==> src/rtl/mem_pkg.sv <==
// Shared types and constants for the data-memory access unit.
package mem_pkg;

  // Bus-side sequencing of one load/store held in the MEM stage
  typedef enum logic [1:0] {
    IDLE = 2'd0,
    REQ  = 2'd1,
    WAIT = 2'd2,
    DONE = 2'd3
  } mem_state_e;

  // result_src encoding that marks a load in the MEM stage
  localparam logic [1:0] RESULT_SRC_MEM = 2'b01;

  // One strobe per byte of a 32-bit bus word
  localparam int BE_WIDTH = 4;

  // A word access is legal only on a 4-byte boundary
  function automatic logic word_aligned(input logic [1:0] addr_lsb);
    return addr_lsb == 2'b00;
  endfunction

endpackage

==> src/rtl/byte_lane_unit.sv <==
// Combinational byte-lane steering: store strobes/replication and
// load lane extraction with sign extension.
module byte_lane_unit
  import mem_pkg::*;
#(
  parameter int DATA_WIDTH = 32
) (
  input  logic                  st_byte,
  input  logic [1:0]            st_lane,
  input  logic [DATA_WIDTH-1:0] st_data,
  output logic [BE_WIDTH-1:0]   st_be,
  output logic [DATA_WIDTH-1:0] st_wdata,
  input  logic                  ld_byte,
  input  logic [1:0]            ld_lane,
  input  logic [DATA_WIDTH-1:0] ld_rdata,
  output logic [DATA_WIDTH-1:0] ld_data
);

  localparam logic [BE_WIDTH-1:0] BE_LANE0 = BE_WIDTH'(1);

  logic [7:0] ld_sel;

  // Store side: one strobe and the low byte copied to every lane for byte stores
  always_comb begin
    st_be    = '1;
    st_wdata = st_data;
    if (st_byte) begin
      st_be    = BE_LANE0 << st_lane;
      st_wdata = {(DATA_WIDTH/8){st_data[7:0]}};
    end
  end

  // Load side: pick the addressed lane and sign-extend it for byte loads
  always_comb begin
    case (ld_lane)
      2'd0:    ld_sel = ld_rdata[7:0];
      2'd1:    ld_sel = ld_rdata[15:8];
      2'd2:    ld_sel = ld_rdata[23:16];
      default: ld_sel = ld_rdata[31:24];
    endcase
    ld_data = ld_rdata;
    if (ld_byte) begin
      ld_data = {{(DATA_WIDTH-8){ld_sel[7]}}, ld_sel};
    end
  end

endmodule

==> src/rtl/mem_access_unit.sv <==
// MEM-stage data-bus access unit: stalls the pipeline while a load or
// store is carried out over a req/gnt/rvalid bus.
module mem_access_unit
  import mem_pkg::*;
#(
  parameter int DATA_WIDTH = 32
) (
  input  logic                  clk,
  input  logic                  rst_n,
  input  logic [DATA_WIDTH-1:0] alu_result_m_i,
  input  logic [DATA_WIDTH-1:0] write_data_m_i,
  input  logic [1:0]            result_src_m_i,
  input  logic                  mem_write_m_i,
  input  logic                  byte_op_m_i,
  output logic                  bus_req_o,
  output logic                  bus_we_o,
  output logic [DATA_WIDTH-1:0] bus_addr_o,
  output logic [DATA_WIDTH-1:0] bus_wdata_o,
  output logic [BE_WIDTH-1:0]   bus_be_o,
  input  logic                  bus_gnt_i,
  input  logic                  bus_rvalid_i,
  input  logic [DATA_WIDTH-1:0] bus_rdata_i,
  output logic [DATA_WIDTH-1:0] read_data_m_o,
  output logic                  stall_o,
  output logic                  err_o
);

  mem_state_e            state_reg;
  logic                  req_reg;
  logic                  we_reg;
  logic                  byte_reg;
  logic [1:0]            lane_reg;
  logic [DATA_WIDTH-1:0] addr_reg;
  logic [DATA_WIDTH-1:0] wdata_reg;
  logic [BE_WIDTH-1:0]   be_reg;
  logic [DATA_WIDTH-1:0] rdata_reg;

  logic                  access;
  logic                  aligned;
  logic                  start;
  logic                  misaligned;
  logic [BE_WIDTH-1:0]   st_be;
  logic [DATA_WIDTH-1:0] st_wdata;
  logic [DATA_WIDTH-1:0] ld_data;

  // A store wins over a load when both are flagged; only the type bit matters here
  assign access     = mem_write_m_i || (result_src_m_i == RESULT_SRC_MEM);
  assign aligned    = byte_op_m_i || word_aligned(alu_result_m_i[1:0]);
  assign start      = (state_reg == IDLE) && access && aligned;
  assign misaligned = (state_reg == IDLE) && access && !aligned;

  // Store lanes come from the live instruction (latched on start);
  // load lanes come from the latched access so rdata is steered correctly later
  byte_lane_unit #(
    .DATA_WIDTH(DATA_WIDTH)
  ) u_byte_lane (
    .st_byte (byte_op_m_i),
    .st_lane (alu_result_m_i[1:0]),
    .st_data (write_data_m_i),
    .st_be   (st_be),
    .st_wdata(st_wdata),
    .ld_byte (byte_reg),
    .ld_lane (lane_reg),
    .ld_rdata(bus_rdata_i),
    .ld_data (ld_data)
  );

  // Access sequencer: latch in IDLE, hold the request until gnt, capture read data, one DONE cycle
  always_ff @(posedge clk or negedge rst_n) begin
    if (!rst_n) begin
      state_reg <= IDLE;
      req_reg   <= 1'b0;
      we_reg    <= 1'b0;
      byte_reg  <= 1'b0;
      lane_reg  <= 2'b00;
      addr_reg  <= '0;
      wdata_reg <= '0;
      be_reg    <= '0;
      rdata_reg <= '0;
    end else begin
      case (state_reg)
        IDLE: begin
          if (start) begin
            state_reg <= REQ;
            req_reg   <= 1'b1;
            we_reg    <= mem_write_m_i;
            byte_reg  <= byte_op_m_i;
            lane_reg  <= alu_result_m_i[1:0];
            addr_reg  <= {alu_result_m_i[DATA_WIDTH-1:2], 2'b00};
            wdata_reg <= st_wdata;
            be_reg    <= st_be;
          end
        end
        REQ: begin
          if (bus_gnt_i) begin
            req_reg <= 1'b0;
            if (we_reg) begin
              state_reg <= DONE;
            end else if (bus_rvalid_i) begin
              // Zero-latency read: data arrives together with the grant
              rdata_reg <= ld_data;
              state_reg <= DONE;
            end else begin
              state_reg <= WAIT;
            end
          end
        end
        WAIT: begin
          if (bus_rvalid_i) begin
            rdata_reg <= ld_data;
            state_reg <= DONE;
          end
        end
        DONE: begin
          // Stall drops here so the held instruction leaves; never re-examine it
          state_reg <= IDLE;
        end
        default: begin
          state_reg <= IDLE;
        end
      endcase
    end
  end

  assign bus_req_o     = req_reg;
  assign bus_we_o      = we_reg;
  assign bus_addr_o    = addr_reg;
  assign bus_wdata_o   = wdata_reg;
  assign bus_be_o      = be_reg;
  assign read_data_m_o = rdata_reg;

  // Stall rises in the accepting IDLE cycle so the upstream registers freeze immediately
  assign stall_o = rst_n && (start || (state_reg == REQ) || (state_reg == WAIT));
  assign err_o   = rst_n && misaligned;

endmodule

==> config.mk <==
export PLATFORM = sky130hd
export DESIGN_NAME = mem_access_unit
export DESIGN_NICKNAME = d
export VERILOG_FILES = /design/src/rtl/mem_pkg.sv /design/src/rtl/byte_lane_unit.sv /design/src/rtl/mem_access_unit.sv
export SDC_FILE = /design/constraint.sdc
export NUM_CORES = 1
export LEC_CHECK = 0
export CORE_ASPECT_RATIO = 0.75
export CORE_MARGIN = 10
export CORE_UTILIZATION = 30
export DETAILED_ROUTE_END_ITERATION = 16
export GPL_TIMING_DRIVEN = 0
export SLEW_MARGIN = 15
export SYNTH_ARGS = -nofsm -noshare
export SYNTH_HDL_FRONTEND = slang
export SYNTH_HIERARCHICAL = 1
export SYNTH_SLANG_ARGS = --single-unit
==> constraint.sdc <==
create_clock -name clk -period 2.04 [get_ports clk]
set_input_delay 0.306 -clock clk [delete_from_list [all_inputs] [get_ports clk]]
set_output_delay 0.306 -clock clk [all_outputs]
set_load 0.01 [all_outputs]
==> reports/qor_table.md <==
| Metric | Value |
|---|---|
| Shortest period the worst path allows | 1.94 ns |
| Maximum vdd ir drop | 680 µV |
| Worst reg2reg path depth | 8 |
| Family with the most delay on the worst path | buffers and inverters |
| Number of top-level pins | 208 |
| Clock Latency Late Sink | 0.35 ns |
| Number of clock sinks | 105 |
| Vias in the first global route | 4432 |
| Class of the tightest hold or removal check | input pin to async pin |
| Setup slack of the critical path after layout | 0.0991 ns |
| Remaining Overflow, GRT | 0 |
| Placer's final routability congestion estimate | 0.817 |
| Count of vias placed by the detailed router | 4002 |
| Warnings, synthesis | 6 |
| Slowest library cell on the worst path | sky130_fd_sc_hd__dlygate4sd3_1 |
| Die outline area | 24200 µm² |
| Biggest area contributors in the synthesized netlist | sky130_fd_sc_hd__dfrtp_1 48%, sky130_fd_sc_hd__mux2_4 19%, sky130_fd_sc_hd__mux2_2 8.4% |
| Final hold violation count | 0 |
| CP bufs+invs | 4 |
| Placement Setup Slack | -0.518 ns |
| Chain of cells forming the critical path | dlygate4sd3_1 -> buf_6 -> inv_1 -> nor3_1 -> dlygate4sd2_1 |
| Fraction of layout cells with a size suffix above 1 | 0.301 |
| Endpoint of the most critical register-to-register path | read_data_m_o[11]$_DFFE_PN0P_ |
| Worst clock skew | 0.00995 ns |
| Leakage power | 3.84 nW |
| Number of setup violations in the final report | 0 |
| Total power after layout | 12.3 mW |
| Non-Filler Cell Area, Final | 8280 µm² |
| Worst rel slew slack | 0.478 |
| Root buf cell | sky130_fd_sc_hd__clkbuf_16 |
| Post-synthesis cell type with the largest combined area | sky130_fd_sc_hd__dfrtp_1 |
| Number of enable-type register cells in the synthesized netlist | 0 |
| Area growth from synthesis to final layout | 50.6% |
| Die width | 176 µm |
| Diodes inserted | 0 |
| H-tree depth | 3 |
| Wire length of the first global-routing pass | 26.4 mm |
| Minimum setup slack among reg-to-reg paths | 0.20 ns |
| Starting DRC count in detailed routing | 158 |
| Number of rows in the core area | 42 |
| Largest fanout of any net on the critical path | 3 |
| Result of the run | finished clean |
| Unrepaired setup endpoints after global routing | no |
| Final Instance Count excl. Fillers | 904 |
| Setup CP Type | input pin to output port |
| #FFs+latches synth | 105 |
| Async S/R FF share, synth | 1.00 |
| Pwr dens | 1480 nW/µm² |
| Max-Cap Viols | 0 |
| Clock tree buffer depth | 2 |
| Crit path launch | rst_n |
| Synth top cells by count | 105 x sky130_fd_sc_hd__dfrtp_1, 68 x sky130_fd_sc_hd__mux2_4, 57 x sky130_fd_sc_hd__inv_1 |
| CP Data Arrival Time | 1.63 ns |
| Count of port buffers added during placement | 205 |
| Routed WL | 16.8 mm |
| Die height | 137 µm |
| Dominant synthesized flop cell | sky130_fd_sc_hd__dfrtp_1 |
| Proportion of synthesized chip area in sequential cells | 0.478 |
| Launch instance of the worst register-to-register path | state_reg[0]$_DFFE_PN0P_ |
| Initial antenna violation count | 0 |
| Placed standard-cell area | 7890 µm² |
| Slew of the pin with the lowest slew margin | 0.783 ns |
| Remaining DRCs | 0 |
| Cell count after synthesis | 429 |
| Data required time at the worst endpoint | 1.73 ns |
| Placed wire-length estimate after detailed placement | 13.4 mm |
| Maximum number of pins on one net before global-route repair | 69 |
| Share of the synthesized area in the top cell type | 0.478 |
| Crit share post-route | 0.951 |
| Count of different cell masters after synthesis | 37 |
| Starting utilization of the core area | 0.309 |
| Antenna Nets Post-Route | 0 |
| Inserted Clock Buffers | 9 |
| Worst setup EP type | output port |
| Cell total after placement | 878 |
| Worst stage delay on the critical path | 0.54 ns |
| Achievable clock frequency | 515 MHz |
| Cell with the most instances after synthesis | sky130_fd_sc_hd__dfrtp_1 |
| TritonCTS clock tree | built |
| Net total in the final layout | 766 |
| Clock transition time at the flip-flop clock pins of the worst setup and hold paths | 0.07 ns |
| Via/cell ratio | 4.43 |
| Total track usage | 0.139 |
| Area of the mapped netlist | 5500 µm² |
| Kind of launch point of the worst setup path | input pin |
| Core area | 17800 µm² |
| Number of search-and-repair iterations in the first detailed-routing pass | 4 |
| DR WL/cell | 18.6 µm |
| Syn avg cell area | 12.8 µm² |
| Number of slew-limit violations in the final report | 0 |
[worst register-to-register path, stage by stage (launching register included)]
cell and delay [ns]:
sky130_fd_sc_hd__dfrtp_1 0.39, sky130_fd_sc_hd__inv_2 0.08, sky130_fd_sc_hd__buf_4 0.14, sky130_fd_sc_hd__ha_1 0.18, sky130_fd_sc_hd__inv_1 0.12, sky130_fd_sc_hd__o21ai_1 0.10, sky130_fd_sc_hd__nand2_2 0.18, sky130_fd_sc_hd__buf_6 0.19
sky130_fd_sc_hd__mux2_2 0.35
[layout by cell type (no fill, tap or decap), types with 3 or more instances in the layout]
cell type                           n
sky130_fd_sc_hd__clkdlybuf4s50_1  202
sky130_fd_sc_hd__o21ai_2           21
sky130_fd_sc_hd__buf_2              3
sky130_fd_sc_hd__mux2_4            68
sky130_fd_sc_hd__buf_12             7
sky130_fd_sc_hd__ha_1               3
sky130_fd_sc_hd__a21oi_1           13
sky130_fd_sc_hd__nand2_1            8
sky130_fd_sc_hd__o22ai_1            8
sky130_fd_sc_hd__inv_1             55
sky130_fd_sc_hd__clkbuf_1           3
sky130_fd_sc_hd__buf_6              8
sky130_fd_sc_hd__dfrtp_1          105
sky130_fd_sc_hd__clkinv_4           3
sky130_fd_sc_hd__nand3b_1           8
sky130_fd_sc_hd__mux2_2            41
sky130_fd_sc_hd__buf_4             21
sky130_fd_sc_hd__o21ai_0           42
sky130_fd_sc_hd__clkbuf_16          9
[routing by layer]
layer	routed length [µm]	track usage	vias to the layer above	part of all wire
met4	257	0.0396	0	0.015
met1	7360	0.177	1967	0.44
met3	1050	0.0438	16	0.063
li1	-	-	1910	-
met5	0	0	-	0
met2	8110	0.224	109	0.48
[logic make-up (layout without fill, tap and decap cells)]
kind of cell             after synthesis  count (layout)  share of synthesized area
other                                  1               2                   0.000682
multiplexers                         111             111                      0.273
AO/OA/AOI/OAI                         93              93                      0.109
buffers and inverters                 90             322                     0.0996
adder cells (fa/ha/maj)                4               4                    0.00910
AND/OR/NAND/NOR                       25              25                     0.0309
flip-flops                           105             105                      0.478
[how the worst max path moves through the flow]
stage	end	cells after the start
floorplan	stall_o	6
global placement	stall_o	4
detailed placement	stall_o	6
CTS	stall_o	7
global route	err_o	5
finish	err_o	5
[cell type report]
class	instances	area [µm²]
buffer	32	320
inverter	57	214
clock inverter	6	51.3
clock buffer	9	225
tap	242	303
multi-input combinational	235	2360
fill	1583	9530
sequential	105	2630
timing repair buffer	218	2190
[power by group]
part	leakage [nW]	internal (mW)	switching [mW]	total (mW)
combinational	2.45	4.16	2.67	6.82
clock	0.138	0.839	0.804	1.64
sequential	1.25	3.16	0.637	3.79
total	3.84	8.15	4.11	12.3
[metrics by stage]
step / hold WS (ns) / TNS [ns] / util
CTS: 0.507 / -0.106 / 0.462
global placement: 0.489 / -374.56 / 0.441
floorplan: 0.0104 / 0 / -
finish: 0.510 / 0 / 0.465
global route: 0.523 / 0 / 0.465
detailed placement: 0.241 / -4.95 / 0.443
[what timing repair did]
item | in CTS | in global routing
pin swaps | 2 | 1
buffers inserted | 0 | 10
gates resized for setup | 14 | 2
hold buffers | 2 | 0
setup endpoints to repair | 2 | 3
endpoints found under the hold margin | 37 | 0
Note: power is estimated with default switching activity, not from simulation.
